File: src/rtl/acc_seq_pkg.sv
// Shared definitions for the accumulator write-side sequencer.
// Opcode and state encodings plus the fixed data width.
// Imported by the interface, the ALU and the sequencer.
package acc_seq_pkg;

  localparam int DATA_W = 4;

  typedef enum logic [2:0] {
    OP_LOAD = 3'b000,
    OP_ADD  = 3'b001,
    OP_SUB  = 3'b010,
    OP_AND  = 3'b011,
    OP_OR   = 3'b100,
    OP_XOR  = 3'b101,
    OP_MUL  = 3'b110,
    OP_NOT  = 3'b111
  } op_e;

  typedef enum logic [1:0] {
    ST_IDLE  = 2'd0,
    ST_CALC  = 2'd1,
    ST_WRITE = 2'd2
  } state_e;

endpackage

File: src/rtl/acc_seq_if.sv
// Request/write bundle between a requester, the accumulator and the sequencer.
// Purely wiring, no latency.
// START is only honoured by the sequencer while BUSY is low.
interface acc_seq_if;
  import acc_seq_pkg::*;

  logic              START;
  logic [2:0]        OP;
  logic [DATA_W-1:0] B;
  logic [DATA_W-1:0] ACC_IN;
  logic              BUSY;
  logic              S;
  logic [DATA_W-1:0] W_DATA;
  logic              DONE;
  logic              CARRY;

  modport master (
    output START, OP, B, ACC_IN,
    input  BUSY, S, W_DATA, DONE, CARRY
  );

  modport slave (
    input  START, OP, B, ACC_IN,
    output BUSY, S, W_DATA, DONE, CARRY
  );

endinterface

File: src/rtl/alu4_comb.sv
// 4-bit combinational ALU for every opcode except MUL.
// Zero latency.
// No flow control; MUL yields zero here since the sequencer computes it.
module alu4_comb
  import acc_seq_pkg::*;
(
  input  logic [2:0]        op,
  input  logic [DATA_W-1:0] a,
  input  logic [DATA_W-1:0] b,
  output logic [DATA_W-1:0] result,
  output logic              carry
);

  logic [DATA_W:0] sum;

  // Decode opcode into result and carry; logic ops and LOAD/NOT clear carry
  always_comb begin
    result = '0;
    carry  = 1'b0;
    sum    = {1'b0, a} + {1'b0, b};
    case (op)
      OP_LOAD: result = b;
      OP_ADD: begin
        result = sum[DATA_W-1:0];
        carry  = sum[DATA_W];
      end
      OP_SUB: begin
        result = a - b;
        carry  = (a < b);
      end
      OP_AND:  result = a & b;
      OP_OR:   result = a | b;
      OP_XOR:  result = a ^ b;
      OP_NOT:  result = ~a;
      default: result = '0;
    endcase
  end

endmodule

File: src/rtl/acc_sequencer.sv
// Sequences one accumulator write per accepted START: compute, then a single S pulse.
// S two edges after acceptance for ALU ops, five for the 4-cycle shift-add MUL.
// START is ignored while BUSY is high; there is no downstream backpressure.
module acc_sequencer
  import acc_seq_pkg::*;
(
  input logic      CLK,
  input logic      RST,
  acc_seq_if.slave bus
);

  state_e              state_q, state_d;
  logic [2:0]          op_q, op_d;
  logic [DATA_W-1:0]   b_q, b_d;
  logic [DATA_W-1:0]   a_q, a_d;
  logic [1:0]          cnt_q, cnt_d;
  logic [2*DATA_W-1:0] prod_q, prod_d;
  logic                busy_q, busy_d;
  logic                s_q, s_d;
  logic                done_q, done_d;
  logic [DATA_W-1:0]   w_data_q, w_data_d;
  logic                carry_q, carry_d;

  logic [DATA_W-1:0]   alu_res;
  logic                alu_carry;
  logic [DATA_W-1:0]   a_cur;
  logic [2*DATA_W-1:0] prod_base;
  logic [2*DATA_W-1:0] addend;

  // A is read live from the accumulator in the first CALC cycle so that a
  // back-to-back operation sees the value written by its predecessor.
  alu4_comb u_alu (
    .op     (op_q),
    .a      (bus.ACC_IN),
    .b      (b_q),
    .result (alu_res),
    .carry  (alu_carry)
  );

  // Shift-add step: iteration 0 takes A live and starts a fresh product
  always_comb begin
    a_cur     = (cnt_q == 2'd0) ? bus.ACC_IN : a_q;
    prod_base = (cnt_q == 2'd0) ? '0 : prod_q;
    addend    = b_q[cnt_q] ? ({{DATA_W{1'b0}}, a_cur} << cnt_q) : '0;
  end

  // Next-state and next-output decode
  always_comb begin
    state_d  = state_q;
    op_d     = op_q;
    b_d      = b_q;
    a_d      = a_q;
    cnt_d    = cnt_q;
    prod_d   = prod_q;
    busy_d   = busy_q;
    s_d      = 1'b0;
    done_d   = 1'b0;
    w_data_d = w_data_q;
    carry_d  = carry_q;
    case (state_q)
      ST_IDLE: begin
        if (bus.START) begin
          state_d = ST_CALC;
          busy_d  = 1'b1;
          op_d    = bus.OP;
          b_d     = bus.B;
          cnt_d   = 2'd0;
        end
      end
      ST_CALC: begin
        if (op_q == OP_MUL) begin
          a_d    = a_cur;
          prod_d = prod_base + addend;
          cnt_d  = cnt_q + 2'd1;
          if (cnt_q == 2'd3) begin
            state_d  = ST_WRITE;
            s_d      = 1'b1;
            done_d   = 1'b1;
            w_data_d = prod_d[DATA_W-1:0];
            carry_d  = |prod_d[2*DATA_W-1:DATA_W];
          end
        end else begin
          state_d  = ST_WRITE;
          s_d      = 1'b1;
          done_d   = 1'b1;
          w_data_d = alu_res;
          carry_d  = alu_carry;
        end
      end
      ST_WRITE: begin
        state_d = ST_IDLE;
        busy_d  = 1'b0;
      end
      default: begin
        state_d = ST_IDLE;
        busy_d  = 1'b0;
      end
    endcase
  end

  // All state and outputs registered; reset aborts any operation in flight
  always_ff @(posedge CLK or posedge RST) begin
    if (RST) begin
      state_q  <= ST_IDLE;
      op_q     <= '0;
      b_q      <= '0;
      a_q      <= '0;
      cnt_q    <= '0;
      prod_q   <= '0;
      busy_q   <= 1'b0;
      s_q      <= 1'b0;
      done_q   <= 1'b0;
      w_data_q <= '0;
      carry_q  <= 1'b0;
    end else begin
      state_q  <= state_d;
      op_q     <= op_d;
      b_q      <= b_d;
      a_q      <= a_d;
      cnt_q    <= cnt_d;
      prod_q   <= prod_d;
      busy_q   <= busy_d;
      s_q      <= s_d;
      done_q   <= done_d;
      w_data_q <= w_data_d;
      carry_q  <= carry_d;
    end
  end

  assign bus.BUSY   = busy_q;
  assign bus.S      = s_q;
  assign bus.DONE   = done_q;
  assign bus.W_DATA = w_data_q;
  assign bus.CARRY  = carry_q;

endmodule

File: src/flat_wrapper.sv
// flat-port wrapper written by rule: the top's interface ports become plain ports
module acc_sequencer_flat import acc_seq_pkg::*;
  (CLK, RST, bus_START, bus_OP, bus_B, bus_ACC_IN, bus_BUSY, bus_S, bus_W_DATA, bus_DONE, bus_CARRY);
  acc_seq_if bus_i ();
  input logic CLK;
  input logic RST;
  input wire logic [$bits(bus_i.START)-1:0] bus_START;
  input wire logic [$bits(bus_i.OP)-1:0] bus_OP;
  input wire logic [$bits(bus_i.B)-1:0] bus_B;
  input wire logic [$bits(bus_i.ACC_IN)-1:0] bus_ACC_IN;
  output wire logic [$bits(bus_i.BUSY)-1:0] bus_BUSY;
  output wire logic [$bits(bus_i.S)-1:0] bus_S;
  output wire logic [$bits(bus_i.W_DATA)-1:0] bus_W_DATA;
  output wire logic [$bits(bus_i.DONE)-1:0] bus_DONE;
  output wire logic [$bits(bus_i.CARRY)-1:0] bus_CARRY;
  assign bus_i.START = bus_START;
  assign bus_i.OP = bus_OP;
  assign bus_i.B = bus_B;
  assign bus_i.ACC_IN = bus_ACC_IN;
  assign bus_BUSY = bus_i.BUSY;
  assign bus_S = bus_i.S;
  assign bus_W_DATA = bus_i.W_DATA;
  assign bus_DONE = bus_i.DONE;
  assign bus_CARRY = bus_i.CARRY;
  acc_sequencer u_core (.CLK(CLK), .RST(RST), .bus(bus_i));
endmodule
File: config.mk
export PLATFORM = sky130hd
export DESIGN_NAME = acc_sequencer_flat
export DESIGN_NICKNAME = d
export VERILOG_FILES = /design/src/rtl/acc_seq_pkg.sv /design/src/rtl/acc_seq_if.sv /design/src/rtl/alu4_comb.sv /design/src/rtl/acc_sequencer.sv /design/src/flat_wrapper.sv
export SDC_FILE = /design/constraint.sdc
export NUM_CORES = 1
export LEC_CHECK = 0
export ABC_AREA = 1
export CAP_MARGIN = 20
export CORE_UTILIZATION = 30
export CTS_CLUSTER_SIZE = 20
export DETAILED_ROUTE_END_ITERATION = 16
export GPL_ROUTABILITY_DRIVEN = 0
export GPL_TIMING_DRIVEN = 0
export PLACE_DENSITY = 0.46
export SETUP_SLACK_MARGIN = 0.02
export SLEW_MARGIN = 20
export SYNTH_ARGS = -nofsm -noshare
export SYNTH_HDL_FRONTEND = slang
export SYNTH_SLANG_ARGS = --single-unit
File: constraint.sdc
create_clock -name CLK -period 3.2 [get_ports CLK]
set_clock_uncertainty 0.05 [all_clocks]
set_input_delay 0.8 -clock CLK [delete_from_list [all_inputs] [get_ports CLK]]
set_output_delay 0.8 -clock CLK [all_outputs]
set_load 0.005 [all_outputs]
==> impl_metrics.yaml <==
sta:
  post-route-period-util: 0.917
  drv_slew: 0
  fmax_mhz: 341
  worstMarginPinSlew_ns: 0.655
  min_period_ns: 2.93
  hold_slack_ns: 0.429
  rsz0062_at_grt: "no"
  slew_headroom: 0.563
  setup_violations: 0
  hold_viol_final: 0
worst_setup_path:
  crit_fanout: 10
  cp.arrival_ns: 3.06
  cpMaxStageDelayCell: "dfrtp_2"
  ff2ff_path_depth: 18
  worst-path-buf-inv: 2
  crit_type: "flip-flop to flip-flop"
  path_delay_family: "simple AND/OR/NAND/NOR gates"
  startpoint_type: "flip-flop"
  path_depth: 18
  required_ns: 3.33
  crit_chain: "inv_4 > ha_2 > buf_6 > o21ai_1 > nand2_1 > nor2_2 > ha_1 > fa_1 > nand2_1 > nand3_1 > nand3_1 > nand2_1 > nand2_1 > nand2_1 > nor2_1 > nand2_1 > nand2_1 > nand2_1"
  slowest_delay_ns: 0.46
  end_kind: "flip-flop"
  cp_common_cell: "nand2_1"
hold_path:
  hold_class: "flip-flop to flip-flop"
  whs_path_depth: 2
grt:
  grt_pass1_wl_mm: 10.2
  grt_pass1_vias: 2069
  grt_max_degree: 31
  grtUsageTotal: 0.162
  overflow: 0
  antenna_found_initial: 0
routing:
  vias: 2144
  routed_wl_mm: 6.00
  drtPass1Iterations: 4
  drt_iter0_markers: 146
  drc: 0
  ant_nets: 0
  wl_per_cell_um: 13.0
  via_per_inst: 4.64
final_layout:
  fill_cells: 803
  fin_cells: 462
  layout.nets: 400
  drive_gt1_frac: 0.0799
  antenna_cells: 0
  area_growth_pct: 19.5
synthesis:
  syn_area_um2: 2340
  syn-instance-count: 334
  synth_top_flop_cell: "dfrtp_1"
  synth_edf_count: 0
  yosys_warnings: 0
  syn_nets: 372
  synthArstFlopShare: 1.00
  syn-mean-instance-area_um2: 7.00
  synth-seq-cells: 30
  ys_seq_area_frac: 0.321
  yosysUniqueCellTypes: 31
floorplan:
  die_area_um2: 8150
  initial_core_util: 0.315
  fp-row-count: 31
  die_h_um: 90.3
  ios: 22
  core_um2: 7410
  die_w_um: 90.3
cts:
  clk_latency_ns: 0.29
  cts_setup_buffers: 0
  htreeDepth: 2
  cts_tree: "yes"
  clock_path_buffers: 2
  cts.sinks: 30
  hold_buffers: 0
  clk_pin_slew_ns: 0.06
  root_buffer: "clkbuf_8"
  cts_made_buffers: 5
power_and_ir_drop:
  ir_drop_v: 0.000307
  p_per_area_nw_per_um2: 897
  leakagePower_nw: 1.47
place:
  dp.cells: 454
  port_buffers: 21
  hpwl_mm: 4.50
run:
  drv_cap: 0
status:
  status: "finished, final reports clean"
-- tightest hold or removal path, stage by stage (launching register included) --
cell	delay [ns]
dfrtp_1	0.34
nand2_1	0.05
nand2_1	0.05
-- worst paths after layout --
| path | startpoint | endpoint | slack, ns |
|---|---|---|---|
| max | u_core.cnt_q[0]$_DFFE_PP0P_ | u_core.bus.CARRY$_DFFE_PP0P_ | 0.27 |
| min | u_core.bus.CARRY$_DFFE_PP0P_ | u_core.bus.CARRY$_DFFE_PP0P_ | 0.43 |
| max reg2reg | u_core.cnt_q[0]$_DFFE_PP0P_ | u_core.bus.CARRY$_DFFE_PP0P_ | 0.27 |
| min reg2reg | u_core.bus.CARRY$_DFFE_PP0P_ | u_core.bus.CARRY$_DFFE_PP0P_ | 0.43 |
| max in group asynchronous | RST | u_core.cnt_q[0]$_DFFE_PP0P_ | 1.76 |
| min in group asynchronous | RST | u_core.prod_q[6]$_DFFE_PP0P_ | 0.86 |
-- layout make-up --
class | count | area [um2] | area share
Buffer | 6 | 42.5 | 0.0152
Clock buffer | 7 | 86.3 | 0.0309
Clock inverter | 1 | 5.00 | 0.00179
Inverter | 58 | 223 | 0.0797
Multi-Input combinational cell | 240 | 1340 | 0.481
Sequential cell | 30 | 752 | 0.269
Tap cell | 99 | 124 | 0.0444
Timing Repair Buffer | 21 | 216 | 0.0775
-- sequential cells by signal (all words and copies together) (netlist names) --
name	flops
u_core.op_q	3
u_core.a_q	4
u_core.prod_q	8
u_core.state_q	2
u_core.bus.W_DATA	4
u_core.b_q	4
u_core.bus.BUSY	1
u_core.bus.CARRY	1
u_core.cnt_q	2
u_core.bus.S	1
-- what timing repair did --
item,in CTS,in global routing
pin swaps,0,0
resized for setup,2,14
gates cloned,0,0
setup endpoints to repair,1,6
-- through the flow --
stage           util  worst slack (ns)  TNS, ns  total power [mW]  area, um2
2_1_floorplan      -             0.536        0              1.70       2340
3_3_place_gp   0.361            -0.328   -0.900              2.14       2670
3_5_place_dp   0.361            -0.321   -0.898              2.14       2670
4_1_cts        0.373            0.0543        0              2.50       2760
5_1_grt        0.377            0.0316        0              2.78       2790
6_report       0.377             0.266        0              2.51       2790
-- synth_stat cells (all sizes together), types with 2 or more instances --
library cell | count | area, um2
nor2 | 42 | 168
ha | 21 | 263
nand3 | 25 | 138
dfrtp | 30 | 751
o21ai | 31 | 170
clkbuf | 2 | 8.75
o22ai | 4 | 25.0
fa | 3 | 60.1
nand2 | 82 | 308
nor3 | 3 | 26.3
inv | 58 | 220
xor2 | 2 | 17.5
nand4 | 3 | 18.8
a21oi | 17 | 85.1
o21a | 3 | 22.5
buf | 4 | 27.5
-- kinds of logic after synthesis --
family | after synthesis | share of synthesized area
AOI/OAI and AO/OA | 57 | 0.136
xor gates and xnor gates | 2 | 0.00750
adders and majority gates | 24 | 0.138
buffers and inverters | 64 | 0.110
DFF | 30 | 0.321
and+or+nand+nor | 157 | 0.287
-- power by group --
part	total [mW]	switching [mW]	internal [mW]
clock network	0.331	0.158	0.174
registers	0.675	0.118	0.557
logic	1.50	0.932	0.568
-- routing by layer --
layer	vias to the layer above	routed length [um]	global-route usage
met1	973	3070	0.223
li1	1113	-	-
met4	0	104	0.0632
met3	6	219	0.0337
met2	52	2600	0.249
met5	-	0	0
-- placed cells by master (no fill, tap or decap), types with 2 or more instances in the layout --
cell,instances
nand3_1,24
inv_4,2
ha_1,20
clkdlybuf4s50_1,17
nand4_1,3
o21ai_0,24
buf_4,3
a21oi_1,17
o21ai_1,5
nor2_1,38
nor3_1,2
nand2_1,82
dfrtp_1,29
clkbuf_8,6
o21a_1,3
nor2_2,3
o22ai_1,3
xor2_1,2
inv_2,3
fa_1,3
dlymetal6s2s_1,3
clkbuf_1,2
inv_1,53
Power figures use the tool's default switching activity.
